`config.mk`:
```
export PLATFORM = sky130hd
export DESIGN_NAME = ctrl_sequencer
export DESIGN_NICKNAME = d
export VERILOG_FILES = /design/src/rtl/ctrl_pkg.sv /design/src/rtl/ctrl_decode.sv /design/src/rtl/ctrl_sequencer.sv
export SDC_FILE = /design/constraint.sdc
export NUM_CORES = 1
export LEC_CHECK = 0
export CAP_MARGIN = 20
export CORE_UTILIZATION = 35
export CTS_CLUSTER_SIZE = 14
export DETAILED_ROUTE_END_ITERATION = 10
export GPL_TIMING_DRIVEN = 0
export PLACE_DENSITY = 0.73
export SYNTH_ARGS = -nofsm -noshare
export SYNTH_HDL_FRONTEND = slang
export SYNTH_HIERARCHICAL = 1
export SYNTH_SLANG_ARGS = --single-unit
```
`constraint.sdc`:
```
create_clock -name clk -period 1.6 [get_ports clk]
set_input_delay 0.32 -clock clk [delete_from_list [all_inputs] [get_ports clk]]
set_output_delay 0.32 -clock clk [all_outputs]
set_load 0.02 [all_outputs]
```
`src/rtl/ctrl_pkg.sv`:
```
// Shared definitions for the accumulator-CPU control sequencer: opcodes,
// T-state encoding and control-word bit positions.
package ctrl_pkg;

    localparam logic [3:0] OP_NOP = 4'h0;
    localparam logic [3:0] OP_LDA = 4'h1;
    localparam logic [3:0] OP_ADD = 4'h2;
    localparam logic [3:0] OP_SUB = 4'h3;
    localparam logic [3:0] OP_STA = 4'h4;
    localparam logic [3:0] OP_LDI = 4'h5;
    localparam logic [3:0] OP_JMP = 4'h6;
    localparam logic [3:0] OP_JC  = 4'h7;
    localparam logic [3:0] OP_JZ  = 4'h8;
    localparam logic [3:0] OP_JNC = 4'h9;
    localparam logic [3:0] OP_JNZ = 4'hA;
    localparam logic [3:0] OP_OUT = 4'hE;
    localparam logic [3:0] OP_HLT = 4'hF;

    typedef enum logic [2:0] {
        T0 = 3'd0,
        T1 = 3'd1,
        T2 = 3'd2,
        T3 = 3'd3,
        T4 = 3'd4
    } tstate_e;

    localparam int CW_W          = 15;
    localparam int CW_PC_INC     = 14;
    localparam int CW_PC_LOAD    = 13;
    localparam int CW_PC_OUT     = 12;
    localparam int CW_MAR_LOAD   = 11;
    localparam int CW_RAM_OUT    = 10;
    localparam int CW_RAM_WE     = 9;
    localparam int CW_IR_LOAD    = 8;
    localparam int CW_IR_OUT     = 7;
    localparam int CW_A_LOAD     = 6;
    localparam int CW_A_OUT      = 5;
    localparam int CW_B_LOAD     = 4;
    localparam int CW_ALU_OUT    = 3;
    localparam int CW_ALU_SUB    = 2;
    localparam int CW_FLAGS_LOAD = 1;
    localparam int CW_OUT_LOAD   = 0;

    typedef logic [CW_W-1:0] cw_t;

    function automatic cw_t cw_bit(input int idx);
        return cw_t'(1) << idx;
    endfunction

endpackage

```
`src/rtl/ctrl_decode.sv`:
```
// Pure combinational decode of (opcode, T-state, flags) into the control word.
// Optional macro CTRL_EXT_JUMPS_EN adds JNC (0x9) and JNZ (0xA).
module ctrl_decode
    import ctrl_pkg::*;
#(
    parameter int OPCODE_W      = 4,
    parameter bit HALT_ON_UNDEF = 1'b0
) (
    input  logic [OPCODE_W-1:0] opcode,
    input  tstate_e             tstate,
    input  logic                cf,
    input  logic                zf,
    output cw_t                 cw,
    output logic                last_step,
    output logic                enter_halt
);

    logic [3:0] op;
    logic       is_sub;

    assign op     = opcode[3:0];
    assign is_sub = (op == OP_SUB);

    // NOTE: every output gets a default before the case so no path leaves
    // a value unassigned, which would otherwise infer a latch.
    always_comb begin
        cw         = '0;
        last_step  = 1'b0;
        enter_halt = 1'b0;
        case (tstate)
            T0: cw = cw_bit(CW_PC_OUT) | cw_bit(CW_MAR_LOAD);
            T1: cw = cw_bit(CW_RAM_OUT) | cw_bit(CW_IR_LOAD) | cw_bit(CW_PC_INC);
            default: begin
                case (op)
                    OP_NOP: last_step = 1'b1;
                    OP_LDA: begin
                        if (tstate == T2) begin
                            cw = cw_bit(CW_IR_OUT) | cw_bit(CW_MAR_LOAD);
                        end else begin
                            cw        = cw_bit(CW_RAM_OUT) | cw_bit(CW_A_LOAD);
                            last_step = 1'b1;
                        end
                    end
                    OP_ADD, OP_SUB: begin
                        if (tstate == T2) begin
                            cw = cw_bit(CW_IR_OUT) | cw_bit(CW_MAR_LOAD);
                        end else if (tstate == T3) begin
                            cw = cw_bit(CW_RAM_OUT) | cw_bit(CW_B_LOAD)
                               | (is_sub ? cw_bit(CW_ALU_SUB) : '0);
                        end else begin
                            cw = cw_bit(CW_ALU_OUT) | cw_bit(CW_A_LOAD) | cw_bit(CW_FLAGS_LOAD)
                               | (is_sub ? cw_bit(CW_ALU_SUB) : '0);
                            last_step = 1'b1;
                        end
                    end
                    OP_STA: begin
                        if (tstate == T2) begin
                            cw = cw_bit(CW_IR_OUT) | cw_bit(CW_MAR_LOAD);
                        end else begin
                            cw        = cw_bit(CW_A_OUT) | cw_bit(CW_RAM_WE);
                            last_step = 1'b1;
                        end
                    end
                    OP_LDI: begin
                        cw        = cw_bit(CW_IR_OUT) | cw_bit(CW_A_LOAD);
                        last_step = 1'b1;
                    end
                    OP_JMP: begin
                        cw        = cw_bit(CW_IR_OUT) | cw_bit(CW_PC_LOAD);
                        last_step = 1'b1;
                    end
                    OP_JC: begin
                        cw        = cw_bit(CW_IR_OUT) | (cf ? cw_bit(CW_PC_LOAD) : '0);
                        last_step = 1'b1;
                    end
                    OP_JZ: begin
                        cw        = cw_bit(CW_IR_OUT) | (zf ? cw_bit(CW_PC_LOAD) : '0);
                        last_step = 1'b1;
                    end
`ifdef CTRL_EXT_JUMPS_EN
                    OP_JNC: begin
                        cw        = cw_bit(CW_IR_OUT) | (!cf ? cw_bit(CW_PC_LOAD) : '0);
                        last_step = 1'b1;
                    end
                    OP_JNZ: begin
                        cw        = cw_bit(CW_IR_OUT) | (!zf ? cw_bit(CW_PC_LOAD) : '0);
                        last_step = 1'b1;
                    end
`endif
                    OP_OUT: begin
                        cw        = cw_bit(CW_A_OUT) | cw_bit(CW_OUT_LOAD);
                        last_step = 1'b1;
                    end
                    OP_HLT: enter_halt = 1'b1;
                    default: begin
                        if (HALT_ON_UNDEF) begin
                            enter_halt = 1'b1;
                        end else begin
                            last_step = 1'b1;
                        end
                    end
                endcase
            end
        endcase
    end

endmodule

```
`src/rtl/ctrl_sequencer.sv`:
```
// Multi-cycle control unit for the 8-bit accumulator CPU: T-state counter,
// halt latch and output gating. Optional macro: CTRL_EXT_JUMPS_EN (JNC/JNZ).
module ctrl_sequencer
    import ctrl_pkg::*;
#(
    parameter int OPCODE_W      = 4,
    parameter bit HALT_ON_UNDEF = 1'b0
) (
    input  logic                clk,
    input  logic                rst,
    input  logic [OPCODE_W-1:0] ir_opcode,
    input  logic                cf,
    input  logic                zf,
    output logic                pc_inc,
    output logic                pc_load,
    output logic                pc_out,
    output logic                mar_load,
    output logic                ram_out,
    output logic                ram_we,
    output logic                ir_load,
    output logic                ir_out,
    output logic                a_load,
    output logic                a_out,
    output logic                b_load,
    output logic                alu_out,
    output logic                alu_sub,
    output logic                flags_load,
    output logic                out_load,
    output logic                halted,
    output logic [2:0]          tstate
);

    tstate_e tstate_q, tstate_d;
    logic    halted_q, halted_d;
    cw_t     cw, cw_gated;
    logic    last_step, enter_halt;

    ctrl_decode #(
        .OPCODE_W      (OPCODE_W),
        .HALT_ON_UNDEF (HALT_ON_UNDEF)
    ) u_decode (
        .opcode     (ir_opcode),
        .tstate     (tstate_q),
        .cf         (cf),
        .zf         (zf),
        .cw         (cw),
        .last_step  (last_step),
        .enter_halt (enter_halt)
    );

    // Once halted the counter freezes at T2 until reset.
    always_comb begin
        tstate_d = tstate_q;
        halted_d = halted_q;
        if (!halted_q) begin
            if (enter_halt) begin
                halted_d = 1'b1;
            end else if (last_step) begin
                tstate_d = T0;
            end else begin
                tstate_d = tstate_e'(tstate_q + 3'd1);
            end
        end
    end

    // NOTE: state flops use non-blocking assignments so every flop samples
    // the pre-edge values, independent of statement order.
    always_ff @(posedge clk) begin
        if (rst) begin
            tstate_q <= T0;
            halted_q <= 1'b0;
        end else begin
            tstate_q <= tstate_d;
            halted_q <= halted_d;
        end
    end

    // rst is also applied combinationally so outputs are quiet from the
    // first cycle it is high, before the synchronous reset has taken effect.
    assign cw_gated   = (rst || halted_q) ? '0 : cw;

    assign pc_inc     = cw_gated[CW_PC_INC];
    assign pc_load    = cw_gated[CW_PC_LOAD];
    assign pc_out     = cw_gated[CW_PC_OUT];
    assign mar_load   = cw_gated[CW_MAR_LOAD];
    assign ram_out    = cw_gated[CW_RAM_OUT];
    assign ram_we     = cw_gated[CW_RAM_WE];
    assign ir_load    = cw_gated[CW_IR_LOAD];
    assign ir_out     = cw_gated[CW_IR_OUT];
    assign a_load     = cw_gated[CW_A_LOAD];
    assign a_out      = cw_gated[CW_A_OUT];
    assign b_load     = cw_gated[CW_B_LOAD];
    assign alu_out    = cw_gated[CW_ALU_OUT];
    assign alu_sub    = cw_gated[CW_ALU_SUB];
    assign flags_load = cw_gated[CW_FLAGS_LOAD];
    assign out_load   = cw_gated[CW_OUT_LOAD];
    assign halted     = halted_q & ~rst;
    assign tstate     = rst ? 3'd0 : tstate_q;

endmodule

```
======== Yosys cells after proc, flatten, opt, wreduce, memory -nomap -nowiden ========
Cells that the tools add are included.
word-level totals
  logic and storage cells ................. 47
  output and inout bits ................... 19
  bits in registers ....................... 4
operators by class
  mux-type cells .......................... 21
  $add $sub $neg .......................... 1
  reductions and logical operators ........ 6
  equal/unequal tests ..................... 13
  bitwise operators ....................... 4
operators by type and width
  cell                 count
  $pmux 15 s8          1
  $mux 15              2
  $pmux 15 s2          1
  $mux 14              2
  $mux 12              2
  $eq 4x3->1 const B   4
  $eq 4x4->1 const B   3
  $mux 11              1
  $mux 3               3
  $eq 4x2->1 const B   2
  $mux 1               8
  $eq 3x2->1 const B   2
  $reduce_or 2->1      3
  $eq 4x1->1 const B   1
  $add 3x1->3 const B  1
  $eq 3x1->1 const B   1
  $logic_not 3->1      1
  $not 1->1            3
  $pmux 1 s3           1
  $reduce_and 2->1     1
  $and 1x1->1          1
  $logic_or 1x1->1     1

======== Longest topological paths before layout ========
Gate-level depths: netlist of run 1.
  depth in word-level cells ............... 7
  mapped depth ............................ 7
  gate-level depth less buffers ........... 6

======== Hierarchy ========
The synthesis of run 1 kept the hierarchy.
by module, submodules not included
  module          sequential area each (um^2)  times used  area each (um^2)  cells each
  ctrl_decode     0.0                          1           434.2             59
  ctrl_sequencer  80.1                         1           317.8             40

======== Worst setup path before layout of run 1 ========
Ideal clock, no wire load.
  kind .................................... register -> register
  from .................................... reg tstate_q[1]
  to ...................................... reg tstate_q[0]
  setup slack ............................. -0.092 ns
  arrival ................................. 1.625 ns
  setup time .............................. 0.066 ns
  data required time ...................... 1.534 ns
  stages on the path, launching flop included .. 8
  clock period less this slack ............ 1.692 ns
  cells stage by stage .................... dfxtp_1 or3b_1 buf_6 a41oi_1 o31ai_1 nor3_1 nand2b_1 a21oi_2
between the ends
  longest elaborated chain between the ends .. 6
  elaborated cells between the ends (all ways) .. 14
  those cells by class .................... 3 x eq/ne; 7 x mux; 1 x bitwise; 3 x reduce/logical
RTL lines
  what                      RTL line              source
  start: declaration        ctrl_sequencer.sv:33  tstate_e tstate_q, tstate_d;
  start signal: assignment  ctrl_sequencer.sv:73  tstate_q <= tstate_d;
  $eq 3x2->1                ctrl_decode.sv:47     end else if (tstate == T3) begin
  $mux 1                    ctrl_decode.sv:47
  $mux 1                    ctrl_decode.sv:45     if (tstate == T2) begin
  $pmux 1 s3                ctrl_decode.sv:34     case (op)
  $mux 1 (*)                ctrl_decode.sv:30     case (tstate)
  net last_step             ctrl_sequencer.sv:36  logic last_step, enter_halt;
  $mux 3 (*)                ctrl_sequencer.sv:58  end else if (last_step) begin
The timed path passes the listed nets; every way through them passes the cells marked *.
A chain may end at the register's enable or synchronous reset.

======== Final worst setup path of run 1 ========
  from .................................... reg tstate_q[1]
  to ...................................... out a_load
between the ends
  longest elaborated chain between the ends .. 6
  elaborated cells between the ends (all ways) .. 10
  those cells by class .................... 3 x eq/ne; 6 x mux; 1 x reduce/logical
RTL lines
  what              RTL line              source
  $eq 3x2->1        ctrl_decode.sv:47
  $mux 11           ctrl_decode.sv:47
  $mux 15           ctrl_decode.sv:45
  $pmux 15 s8       ctrl_decode.sv:34
  $pmux 15 s2 (*)   ctrl_decode.sv:30
  net cw[6]         ctrl_sequencer.sv:35  cw_t cw, cw_gated;
  $mux 15 (*)       ctrl_sequencer.sv:80  assign cw_gated = (rst || halted_q) ? '0 : cw;
  end: declaration  ctrl_sequencer.sv:22  output logic a_load,
Marked as above.

==> results of run 1 <==
==> cells in the mapped netlist (2+ instances only) <==
library cell  instances
inv_1                 3
clkbuf_8              2
nor2_1                8
o21ai_0               4
nand3b_1              2
o21a_1                2
a21oi_2               2
buf_6                 5
and2_1               15
dfxtp_1               4
buf_4                 2
a21oi_1               2
nand2_1               9
nor2b_1               4
and2b_2               2
nor3_1                4
==> logic make-up after synthesis <==
logic type / after synthesis / share of synthesized area [%]
AO/OA/AOI/OAI: 22 / 22.8
adder cells (fa/ha/maj): 1 / 1.66
AND/OR/NAND/NOR: 59 / 49.1
XOR/XNOR: 1 / 1.16
buffers and inverters: 12 / 14.6
flip-flops: 4 / 10.6
==> per-stage QoR <==
stage	util (%)	setup WS, ns	setup TNS (ns)
after floorplan	-	-0.00967	-0.00967
after global placement	52.9	-1.20	-14.09
after detailed placement	52.9	-1.18	-14.32
after CTS	65.5	-0.332	-2.45
after global routing	71.4	-0.426	-3.94
final	71.4	-0.382	-2.98
==> metal layers <==
metal  track usage (%)  share of wire [%]  vias up
met2              42.3                 54       33
met4              9.31                1.3        0
met1              21.6                 39      443
met5                 0                  0        -
met3              2.20                4.9        3
li1                  -                  -      444
==> worst paths after layout <==
check	depth (start not counted)	from	to	slack (ns)
min	2	rst	tstate_q[0]	0.28
min reg2reg	3	tstate_q[0]	tstate_q[0]	0.63
max reg2reg	7	tstate_q[1]	tstate_q[0]	-0.15
max	5	tstate_q[1]	a_load	-0.38
==> worst register-to-register path, cell delays in order (launching register included) <==
cell and delay, ns:
dfxtp_4 0.35, or3b_4 0.43, buf_12 0.15, a41oi_2 0.21, o31ai_2 0.13, nor3_2 0.18, nand2b_1 0.10, a21oi_2 0.14
==> power by group through the flow <==
stage / Combinational [mW] / Sequential, mW / Clock [mW]
2_1_floorplan: 0.467 / 0.173 / 0
3_3_place_gp: 0.658 / 0.188 / 0
3_5_place_dp: 0.671 / 0.193 / 0
4_1_cts: 1.02 / 0.168 / 0.132
5_1_grt: 1.26 / 0.177 / 0.145
6_report: 1.20 / 0.172 / 0.128
==> state kept, by name, summed over array words and instances, names as in the netlist <==
name / cells
tstate_q: 3
halted_q: 1
==> timing repair <==
| action | 4_1_cts | 5_1_grt |
|---|---|---|
| endpoints found under the setup margin | 22 | 20 |
| gates cloned | 1 | 0 |
| gates resized for setup | 139 | 25 |
| buffers inserted | 16 | 4 |
| pin swaps | 16 | 14 |
==> final cells by class <==
| type | count | share of cell area (%) |
|---|---|---|
| Buffer | 8 | 6.72 |
| Sequential cell | 4 | 6.45 |
| Clock buffer | 3 | 1.59 |
| Multi-Input combinational cell | 83 | 50.8 |
| Timing Repair Buffer | 45 | 31.2 |
| Tap cell | 27 | 2.39 |
| Inverter | 3 | 0.796 |
==> metrics.md, run 1 <==
| Metric | Value |
|---|---|
| Die width | 48.4 microns |
| GR Overflow Total | 0 |
| Design area | 1420 sq um |
| Fin. max-slew vios | 0 |
| Yosys top cell by area | and2_1 |
| PnR Total Power | 1.50 mW |
| 1st-iter DRT viols | 4 |
| Yosys cell types | 45 |
| Yosys reg bits | 4 |
| Total wire length | 2620 microns |
| Path type of the worst setup path | flop to output port |
| Clock skew | 0.000893 ns |
| Worst-path clk slew | 0.03 ns |
| Tightest Pin Transition | 0.339 ns |
| Htree depth | 1 |
| Site Rows | 16 |
| RSZ-0062 raised after global routing | yes |
| Lkg Pwr | 0.613 nW |
| Share of the synthesized area in the top cell type | 12.5% |
| Detailed Place HPWL | 1420 microns |
| Final worst slack | -0.382 ns |
| Vias per cell | 5.34 |
| P_sw | 631 uW |
| Routed via count | 923 |
| Synth Instances | 99 |
| CTS tree | done |
| Top cells by area, synth | and2_1, dfxtp_1, buf_6 |
| Largest net degree at the start of global routing | 11 |
| CP max stage delay | 0.39 ns |
| Commonest non-fill, non-tap cell in the layout | buf_6 |
| Vias in the first global route | 882 |
| Sequential area share after synthesis | 10.6% |
| Placed cell area | 1050 sq um |
| Power Dens Cells | 1060 nW/um^2 |
| Family with the most delay on the worst path | compound AO/OA/AOI/OAI gates |
| # DRC | 0 |
| First-pass GRT wire length | 3820 microns |
| Multi-input logic area | 719 sq um |
| CTS sink cnt | 4 |
| CP arrival | 1.66 ns |
| Cts bufs inserted | 3 |
| Clock root buffer | clkbuf_4 |
| Boundary Pins | 27 |
| Commonest cells after routing, fill and taps aside | buf_6, buf_4, and2_4, and2_1 |
| Clock Power Share | 8.5% |
| GP Congestion | 0.836 |
| CP max stage cell | a2111oi_2 |
| Clock Latency Late Sink | 0.24 ns |
| TritonRoute pass-1 iters | 4 |
| Clock Path Buffers | 2 |
| Peak VDD IR | 0.705 mV |
| Core area | 1980 sq um |
| F_max | 505 MHz |
| Layout cells sized above 1 | 65.1% |
| Total track usage | 21.1% |
| ANT cells | 0 |
| Storage cell area | 91.3 sq um |
| Fin Hold WS | 0.277 ns |
| P&R area growth vs syn | 88.2% |
| Antenna violations before repair | 0 |
| Post-synthesis instance area | 752 sq um |
| Seq pwr share | 11.5% |
| Placed cells | 151 |
| HP Class | input port to flop |
| Asr flop ratio synth | 0% |
| Ys flop type | dfxtp_1 |
| Int Power | 867 uW |
| Worst setup EP type | output port |
| Failing checks | negative setup slack |
| Maximum Capacitance Violations | 0 |
| Synthesized area per cell | 7.60 sq um |
| Die height | 48.4 microns |
| Antenna Nets Post-Route | 0 |
| Cell breakdown of the critical path | or3b_4 > o211ai_2 > a2111oi_2 > and2_4 > buf_6 |
| Hold buffers post-CTS | 0 |
| Final non-filler cell total | 173 |
| CP Max Fanout | 5 |
| Initial Utilization | 37.9% |
| Period utilization | 124% |
| WL/cell | 15.2 microns |
| Required @ worst endpoint | 1.28 ns |
| Yosys warning count | 6 |
| Minimum clock period after layout | 1.98 ns |
| Final setup fails | 18 |
| Port Buffers | 25 |
| CP Launch Type | flop |
| Status | finished with violations |
| Die area | 2340 sq um |
| Combinational share of power | 80.0% |
| Fillers | 140 |
| Final #Nets | 157 |
| Fin. Hold Viols | 0 |
| Synthesized Nets | 108 |
| Buf+Inv Stages, Crit Path | 1 |
| Switching part of the total power | 42.1% |
| Number of synthesized flops with an enable pin | 0 |
| Rel. slew slack | 77.3% |
Note: power is estimated with default switching activity, not from simulation.
==> inputs of run 2 (changes only) <==
--- a/config.mk
+++ b/config.mk
@@ -10,7 +10,8 @@
 export CTS_CLUSTER_SIZE = 14
 export DETAILED_ROUTE_END_ITERATION = 10
 export GPL_TIMING_DRIVEN = 0
-export PLACE_DENSITY = 0.73
+export PLACE_DENSITY = 0.67
+export SLEW_MARGIN = 10
 export SYNTH_ARGS = -nofsm -noshare
 export SYNTH_HDL_FRONTEND = slang
 export SYNTH_HIERARCHICAL = 1
==> metrics.md, run 2 (same netlist as run 1, synthesis figures left out) <==
| Metric | Value |
|---|---|
| Final worst slack | -0.347 ns |
| WL/cell | 13.4 microns |
| # DRC | 0 |
| 1st-iter DRT viols | 8 |
| RR Startpoint | tstate_q[2] |
| Switching part of the total power | 44.0% |
| Largest registers | tstate_q: 3 flops, halted_q: 1 flops |
| Minimum clock period after layout | 1.95 ns |
| Int Power | 662 uW |
| Max FFs per register | 3 |
| Die width | 48.4 microns |
| Hold_sp | rst |
| Path type of the worst setup path | flop to output port |
| Fin Hold WS | 0.266 ns |
| Maximum Capacitance Violations | 0 |
| Hold buffers post-CTS | 0 |
| Clock root buffer | clkbuf_4 |
| Antenna Nets Post-Route | 0 |
| Fillers | 182 |
| CP Max Fanout | 7 |
| Combinational share of power | 75.3% |
| Site Rows | 16 |
| Clock Power Share | 10.9% |
| Vias per cell | 5.31 |
| Period utilization | 122% |
| Commonest cells after routing, fill and taps aside | buf_6, buf_4, and2_1, nand2_1 |
| Rel. slew slack | 67.0% |
| Total track usage | 20.3% |
| Final setup fails | 15 |
| Cts bufs inserted | 3 |
| Worst setup EP type | output port |
| Antenna violations before repair | 0 |
| GR Overflow Total | 0 |
| Worst Hold End | tstate_q[0] |
| Detailed Place HPWL | 1400 microns |
| Core area | 1980 sq um |
| CTS tree | done |
| Biggest register | tstate_q |
| Power Dens Cells | 959 nW/um^2 |
| R2R setup slack | -0.12 ns |
| Clock Latency Late Sink | 0.24 ns |
| Boundary Pins | 27 |
| Status | finished with violations |
| CP Launch Type | flop |
| RR Endpoint | tstate_q[0] |
| GP Congestion | 0.796 |
| Worst hold path depth | 2 |
| HP Class | input port to flop |
| Die height | 48.4 microns |
| Commonest non-fill, non-tap cell in the layout | buf_6 |
| Total wire length | 2240 microns |
| Final non-filler cell total | 167 |
| P&R area growth vs syn | 63.9% |
| Clock Path Buffers | 2 |
| Clock skew | 0.000700 ns |
| F_max | 514 MHz |
| Worst-path clk slew | 0.04 ns |
| P_sw | 521 uW |
| CTS sink cnt | 4 |
| Peak VDD IR | 0.742 mV |
| Register-to-Register Path Depth | 7 |
| Final #Nets | 151 |
| Failing checks | negative setup slack |
| Routed via count | 887 |
| Initial Utilization | 37.9% |
| Required @ worst endpoint | 1.28 ns |
| Final core utilization | 62.2% |
| First-pass GRT wire length | 3700 microns |
| Placed cells | 151 |
| CP arrival | 1.63 ns |
| Port Buffers | 25 |
| Die area | 2340 sq um |
| Aggregate negative setup slack | -2.21 ns |
| Seq pwr share | 13.8% |
| RSZ-0062 raised after global routing | yes |
| Fin. Hold Viols | 0 |
| TritonRoute pass-1 iters | 4 |
| Lkg Pwr | 0.539 nW |
| Tightest Pin Transition | 0.491 ns |
| ANT cells | 0 |
| Fin. max-slew vios | 0 |
| Vias in the first global route | 894 |
| Layout cells sized above 1 | 52.9% |
| Largest net degree at the start of global routing | 11 |
| Htree depth | 1 |
==> run 2: cell count changes in the layout (fill, tap and decap cells not counted), sizes merged <==
| cell | change |
|---|---|
| buf | -8 |
| dlygate4sd2 | +2 |
| clkdlybuf4s15 | +1 |
| clkbuf | -1 |
==> run 2: worst max path at each step <==
stage                 startpoint          end  slack, ns
detailed placement  ir_opcode[1]       a_load      -1.22
finish               tstate_q[2]       a_load      -0.35
CTS                  tstate_q[2]       a_load      -0.36
global route         tstate_q[2]       a_load      -0.41
global placement    ir_opcode[1]       a_load      -1.22
floorplan            tstate_q[0]  tstate_q[0]      -0.01
==> run 2: metal layers <==
| metal | track usage (%) | up-vias | routed length, microns |
|---|---|---|---|
| li1 | - | 432 | - |
| met1 | 18.2 | 417 | 851 |
| met2 | 41.1 | 34 | 1230 |
| met3 | 4.40 | 4 | 125 |
| met4 | 11.3 | 0 | 35 |
| met5 | 0 | - | 0 |
==> run 2: worst max-delay path, cell delays in order, from the launching register on <==
cell and delay, ns:
dfxtp_4 0.34, or3b_1 0.38, buf_6 0.15, o211ai_2 0.16
a2111oi_2 0.09, and2_4 0.14, buf_6 0.12
==> run 2: repair_timing <==
action,4_1_cts,5_1_grt
resized for setup,119,10
setup endpoints to repair,22,18
endpoints found under the hold margin,0,0
pin swaps,12,5
buffers inserted,11,0
cloned,2,0
==> run 2: final cells by class <==
cell class              instances  area [sq um]  area share, %
plain buffers                   9          98.8           8.02
well taps                      27          33.8           2.74
repair buffers                 38           334           27.1
flip-flops and latches          4          91.3           7.41
multi-input cells              83           641           52.0
inverters                       3          11.3          0.914
clock buffers                   3          22.5           1.83
==> run 2: metrics by stage <==
| stage | worst slack, ns | instance area (sq um) | total power, mW |
|---|---|---|---|
| floorplan | -0.00967 | 764 | 0.641 |
| global route | -0.407 | 1230 | 1.27 |
| finish | -0.347 | 1230 | 1.18 |
| global placement | -1.22 | 1050 | 0.852 |
| detailed placement | -1.22 | 1050 | 0.860 |
| CTS | -0.356 | 1200 | 1.13 |
==> run 2: power groups by stage <==
stage                     clock [mW]  sequential [mW]  combinational, mW
after floorplan                    0            0.173              0.467
after global placement             0            0.191              0.661
after detailed placement           0            0.192              0.669
after CTS                      0.134            0.160              0.836
after global routing           0.147            0.169              0.951
final                          0.129            0.163              0.890
==> inputs of run 3 (changes only) <==
--- a/config.mk
+++ b/config.mk
@@ -10,7 +10,8 @@
 export CTS_CLUSTER_SIZE = 14
 export DETAILED_ROUTE_END_ITERATION = 10
 export GPL_TIMING_DRIVEN = 0
-export PLACE_DENSITY = 0.67
+export HOLD_SLACK_MARGIN = 0.1
+export PLACE_DENSITY = 0.71
 export SLEW_MARGIN = 10
 export SYNTH_ARGS = -nofsm -noshare
 export SYNTH_HDL_FRONTEND = slang
==> metrics.md, run 3 (same netlist as run 1, synthesis figures left out) <==
| Metric | Value |
|---|---|
| Status | finished with violations |
| Failing checks | negative setup slack |
| Period utilization | 121% |
| Boundary Pins | 27 |
| Worst hold path depth | 2 |
| Largest registers | tstate_q: 3 flops, halted_q: 1 flops |
| RR Startpoint | tstate_q[1] |
| Tightest Pin Transition | 0.374 ns |
| TritonRoute pass-1 iters | 4 |
| F_max | 514 MHz |
| Htree depth | 1 |
| Final setup fails | 16 |
| P&R area growth vs syn | 83.2% |
| Max FFs per register | 3 |
| Initial Utilization | 37.9% |
| Required @ worst endpoint | 1.28 ns |
| Worst-path clk slew | 0.04 ns |
| Total track usage | 19.7% |
| M2 GR Usage | 35.0% |
| Fin. max-slew vios | 0 |
| Commonest cells after routing, fill and taps aside | buf_6, buf_4, and2_4, and2_1, nand2_1 |
| Worst Setup SP | tstate_q[1] |
| Register-to-Register Path Depth | 7 |
| # DRC | 0 |
| Biggest register | tstate_q |
| CP Capture Point | a_load |
| R2R setup slack | -0.22 ns |
| Aggregate negative setup slack | -3.17 ns |
| Die height | 48.4 microns |
| Maximum Capacitance Violations | 0 |
| Antenna violations before repair | 0 |
| Fin. Hold Viols | 0 |
| CP Launch Type | flop |
| GR Overflow Total | 0 |
| Final worst slack | -0.344 ns |
| Hold buffers post-CTS | 0 |
| First-pass GRT wire length | 3740 microns |
| 1st-iter DRT viols | 6 |
| Minimum clock period after layout | 1.94 ns |
| Clock Latency Late Sink | 0.23 ns |
| Detailed Place HPWL | 1380 microns |
| Port Buffers | 25 |
| RR Endpoint | tstate_q[0] |
| CP arrival | 1.62 ns |
| Site Rows | 16 |
| Final #Nets | 157 |
| Global routing usage on met3 | 3.77% |
| Path type of the worst setup path | flop to output port |
| Core area | 1980 sq um |
| Peak VDD IR | 0.910 mV |
| Power Dens Cells | 979 nW/um^2 |
| Clock root buffer | clkbuf_4 |
| HP Class | input port to flop |
| GP Congestion | 0.791 |
| Layout cells sized above 1 | 64.4% |
| Lkg Pwr | 0.595 nW |
| Most Crowded Layer GR | met2 |
| CTS tree | done |
| Largest net degree at the start of global routing | 11 |
| Vias in the first global route | 881 |
| Cts bufs inserted | 3 |
| Fin Hold WS | 0.286 ns |
| Total wire length | 2610 microns |
| WL/cell | 15.1 microns |
| Pre-CTS setup slack | -1.20 ns |
| Antenna Nets Post-Route | 0 |
| CP Max Fanout | 6 |
| M1 GR Usage | 23.0% |
| Clock skew | 0.00190 ns |
| ANT cells | 0 |
| RSZ-0062 raised after global routing | yes |
| Routed via count | 943 |
| Vias per cell | 5.45 |
| Commonest non-fill, non-tap cell in the layout | buf_6 |
| Worst setup EP type | output port |
| Rel. slew slack | 74.9% |
| Fillers | 147 |
| CTS sink cnt | 4 |
| Clock Path Buffers | 2 |
| Die width | 48.4 microns |
| Die area | 2340 sq um |
-- run 3: cell count changes in the layout (fill, tap and decap cells not counted), moves of 2 or more --
cell | before | now
o21ai_2 | 0 | 2
buf_6 | 18 | 22
dlygate4sd2_1 | 5 | 3
buf_2 | 5 | 3
and2_1 | 11 | 7
buf_4 | 14 | 17
and2_4 | 3 | 7
o21ai_0 | 2 | 0
-- run 3: per-layer routing --
metal / wire [microns] / share of wire [%]
met1: 1060 / 41
met2: 1370 / 52
met3: 111 / 4.2
met4: 67 / 2.6
met5: 0 / 0
-- run 3: what timing repair did --
action                     4_1_cts  5_1_grt
buffers inserted                13        8
setup endpoints to repair       22       18
resized for setup              130       25
pin swaps                       14       10
hold endpoints to repair         0        0
-- run 3: worst min-delay path by stage --
stage	slack (ns)	start	end
2_1_floorplan	0.46	tstate_q[1]	tstate_q[1]
3_3_place_gp	0.49	tstate_q[1]	tstate_q[1]
3_5_place_dp	0.50	tstate_q[1]	tstate_q[1]
4_1_cts	0.28	rst	tstate_q[0]
5_1_grt	0.27	rst	tstate_q[0]
6_report	0.29	rst	tstate_q[0]
-- run 3: critical path, cell delays in order, from the launching register on --
cell	delay (ns)
dfxtp_4	0.35
or3b_4	0.28
o211ai_2	0.10
a2111oi_2	0.36
and2_4	0.20
buf_6	0.11
-- run 3: final cells by class --
cell class              count  area, sq um  share of cell area [%]
clock buffers               3         22.5                    1.63
multi-input cells          83          703                    51.0
inverters                   3         11.3                   0.817
repair buffers             45          420                    30.5
well taps                  27         33.8                    2.45
plain buffers               8         95.1                    6.90
flip-flops and latches      4         91.3                    6.63
-- run 3: where the power goes --
group / total, mW / leakage (nW) / switching [mW] / internal (mW)
Clock: 0.122 / 0.0138 / 0.0384 / 0.0837
Sequential: 0.176 / 0.0348 / 0.0342 / 0.142
Combinational: 1.05 / 0.546 / 0.514 / 0.536
-- run 3: per-stage QoR --
stage | util, % | total power, mW | cell area, sq um | instances
4_1_cts | 64.3 | 1.23 | 1270 | 167
5_1_grt | 69.5 | 1.43 | 1380 | 173
6_report | 69.5 | 1.35 | 1380 | 173
3_5_place_dp | 52.9 | 0.860 | 1050 | 151
2_1_floorplan | - | 0.641 | 764 | 99
3_3_place_gp | 52.9 | 0.852 | 1050 | 151
==> RTL change: new RTL, settings of run 1 <==
`CW_W`: 15 -> 19.
--- a/src/rtl/ctrl_pkg.sv
+++ b/src/rtl/ctrl_pkg.sv
@@ -25,5 +25,5 @@
     } tstate_e;
 
-    localparam int CW_W          = 15;
+    localparam int CW_W          = 19;
     localparam int CW_PC_INC     = 14;
     localparam int CW_PC_LOAD    = 13;
Check against the original RTL: equivalent (Yosys induction, for registers that start in step).
==> RTL change against run 1 <==
The flow still finishes with violations (negative setup slack); critical path depth unchanged; count of clock-buffer cells in the layout unchanged; clock power up 5%; total power down 4.5%; sequential cell count unchanged; via count down 1.1%; routed wire length down 4.2%; cell area down 3.2%; synthesized area unchanged; clock skew up 0.0018 ns; setup slack better by 0.037 ns; synthesized cell count unchanged; die area unchanged; critical endpoint unchanged; highest routed layer unchanged.
==> RTL change: results (changes against run 1) <==
[status]
run_status = complete, but fails checks  ; unchanged
violations = negative setup slack  ; unchanged

[layout]
n_fill_cell = 163  ; was 140
clk_share_pct = 1.64  ; was 1.59%
buffer_area_share_pct = 37.3  ; was 37.9%

[sta]
hold_slack_ns = 0.272  ; was 0.277 ns
finalClockSkew_ns = 0.00273  ; was 0.000893 ns
setup_viol = 16  ; was 18
tightest_slew_ns = 0.344  ; was 0.339 ns
setup_slack_ns = -0.345  ; was -0.382 ns

[worst_setup_path]
arrival_ns = 1.62  ; was 1.66 ns
critPathMaxStageDelay_ns = 0.36  ; was 0.39 ns
cp_max_fo = 6  ; was 5
reg2reg_setup_slack_ns = -0.20  ; was -0.15 ns
worstReg2RegStart = tstate_q[2]$_SDFFE_PP0P_  ; was tstate_q[1]$_SDFFE_PP0P_

[routing]
route.layer.met1.wl_microns = 982  ; was 1.03 mm
drtIter0Drc = 21  ; was 4
wl_per_cell_microns = 14.5  ; was 15.2 microns
num_vias = 913  ; was 923

[power_and_ir_drop]
ir_drop_uv = 701  ; was 705 uV
powerSeq_uw = 162  ; was 172 uW
sw_frac_of_total_pct = 42.4  ; was 42.1%
leakage_nw = 0.600  ; was 0.613 nW
power.share.clock_pct = 9.5  ; was 8.5%

[clock_network]
cts-resized-gates = 123  ; was 139

[placement]
dp_hpwl_mm = 1.40  ; was 1.42 mm

[grt]
grt_pass1_vias = 812  ; was 882

[RTL change: stage by stage]
stage	setup slack [ns]	power, mW	setup TNS [ns]	area [sq um]	std cells
2_1_floorplan	-0.00967	0.641	-0.00967	764	99
3_5_place_dp	-1.18	0.860	-14.34	1050	151
4_1_cts	-0.331	1.15	-2.18	1200	167
3_3_place_gp	-1.20	0.847	-14.09	1050	151
5_1_grt	-0.383	1.50	-3.68	1370	173
6_report	-0.345	1.43	-2.91	1370	173
[RTL change: worst max-delay path, delay by kind of cell (launching register included)]
| family | cells | cell delay (ns) |
|---|---|---|
| AND/OR/NAND/NOR | 2 | 0.47 |
| flip-flops | 1 | 0.33 |
| AO/OA/AOI/OAI | 2 | 0.47 |
| buffers and inverters | 1 | 0.11 |
[RTL change: routing by layer]
metal | track usage, % | vias to the layer above
met5 | 0 | -
met4 | 10.8 | 0
met3 | 1.57 | 10
met2 | 35.4 | 41
met1 | 20.0 | 418
li1 | - | 444
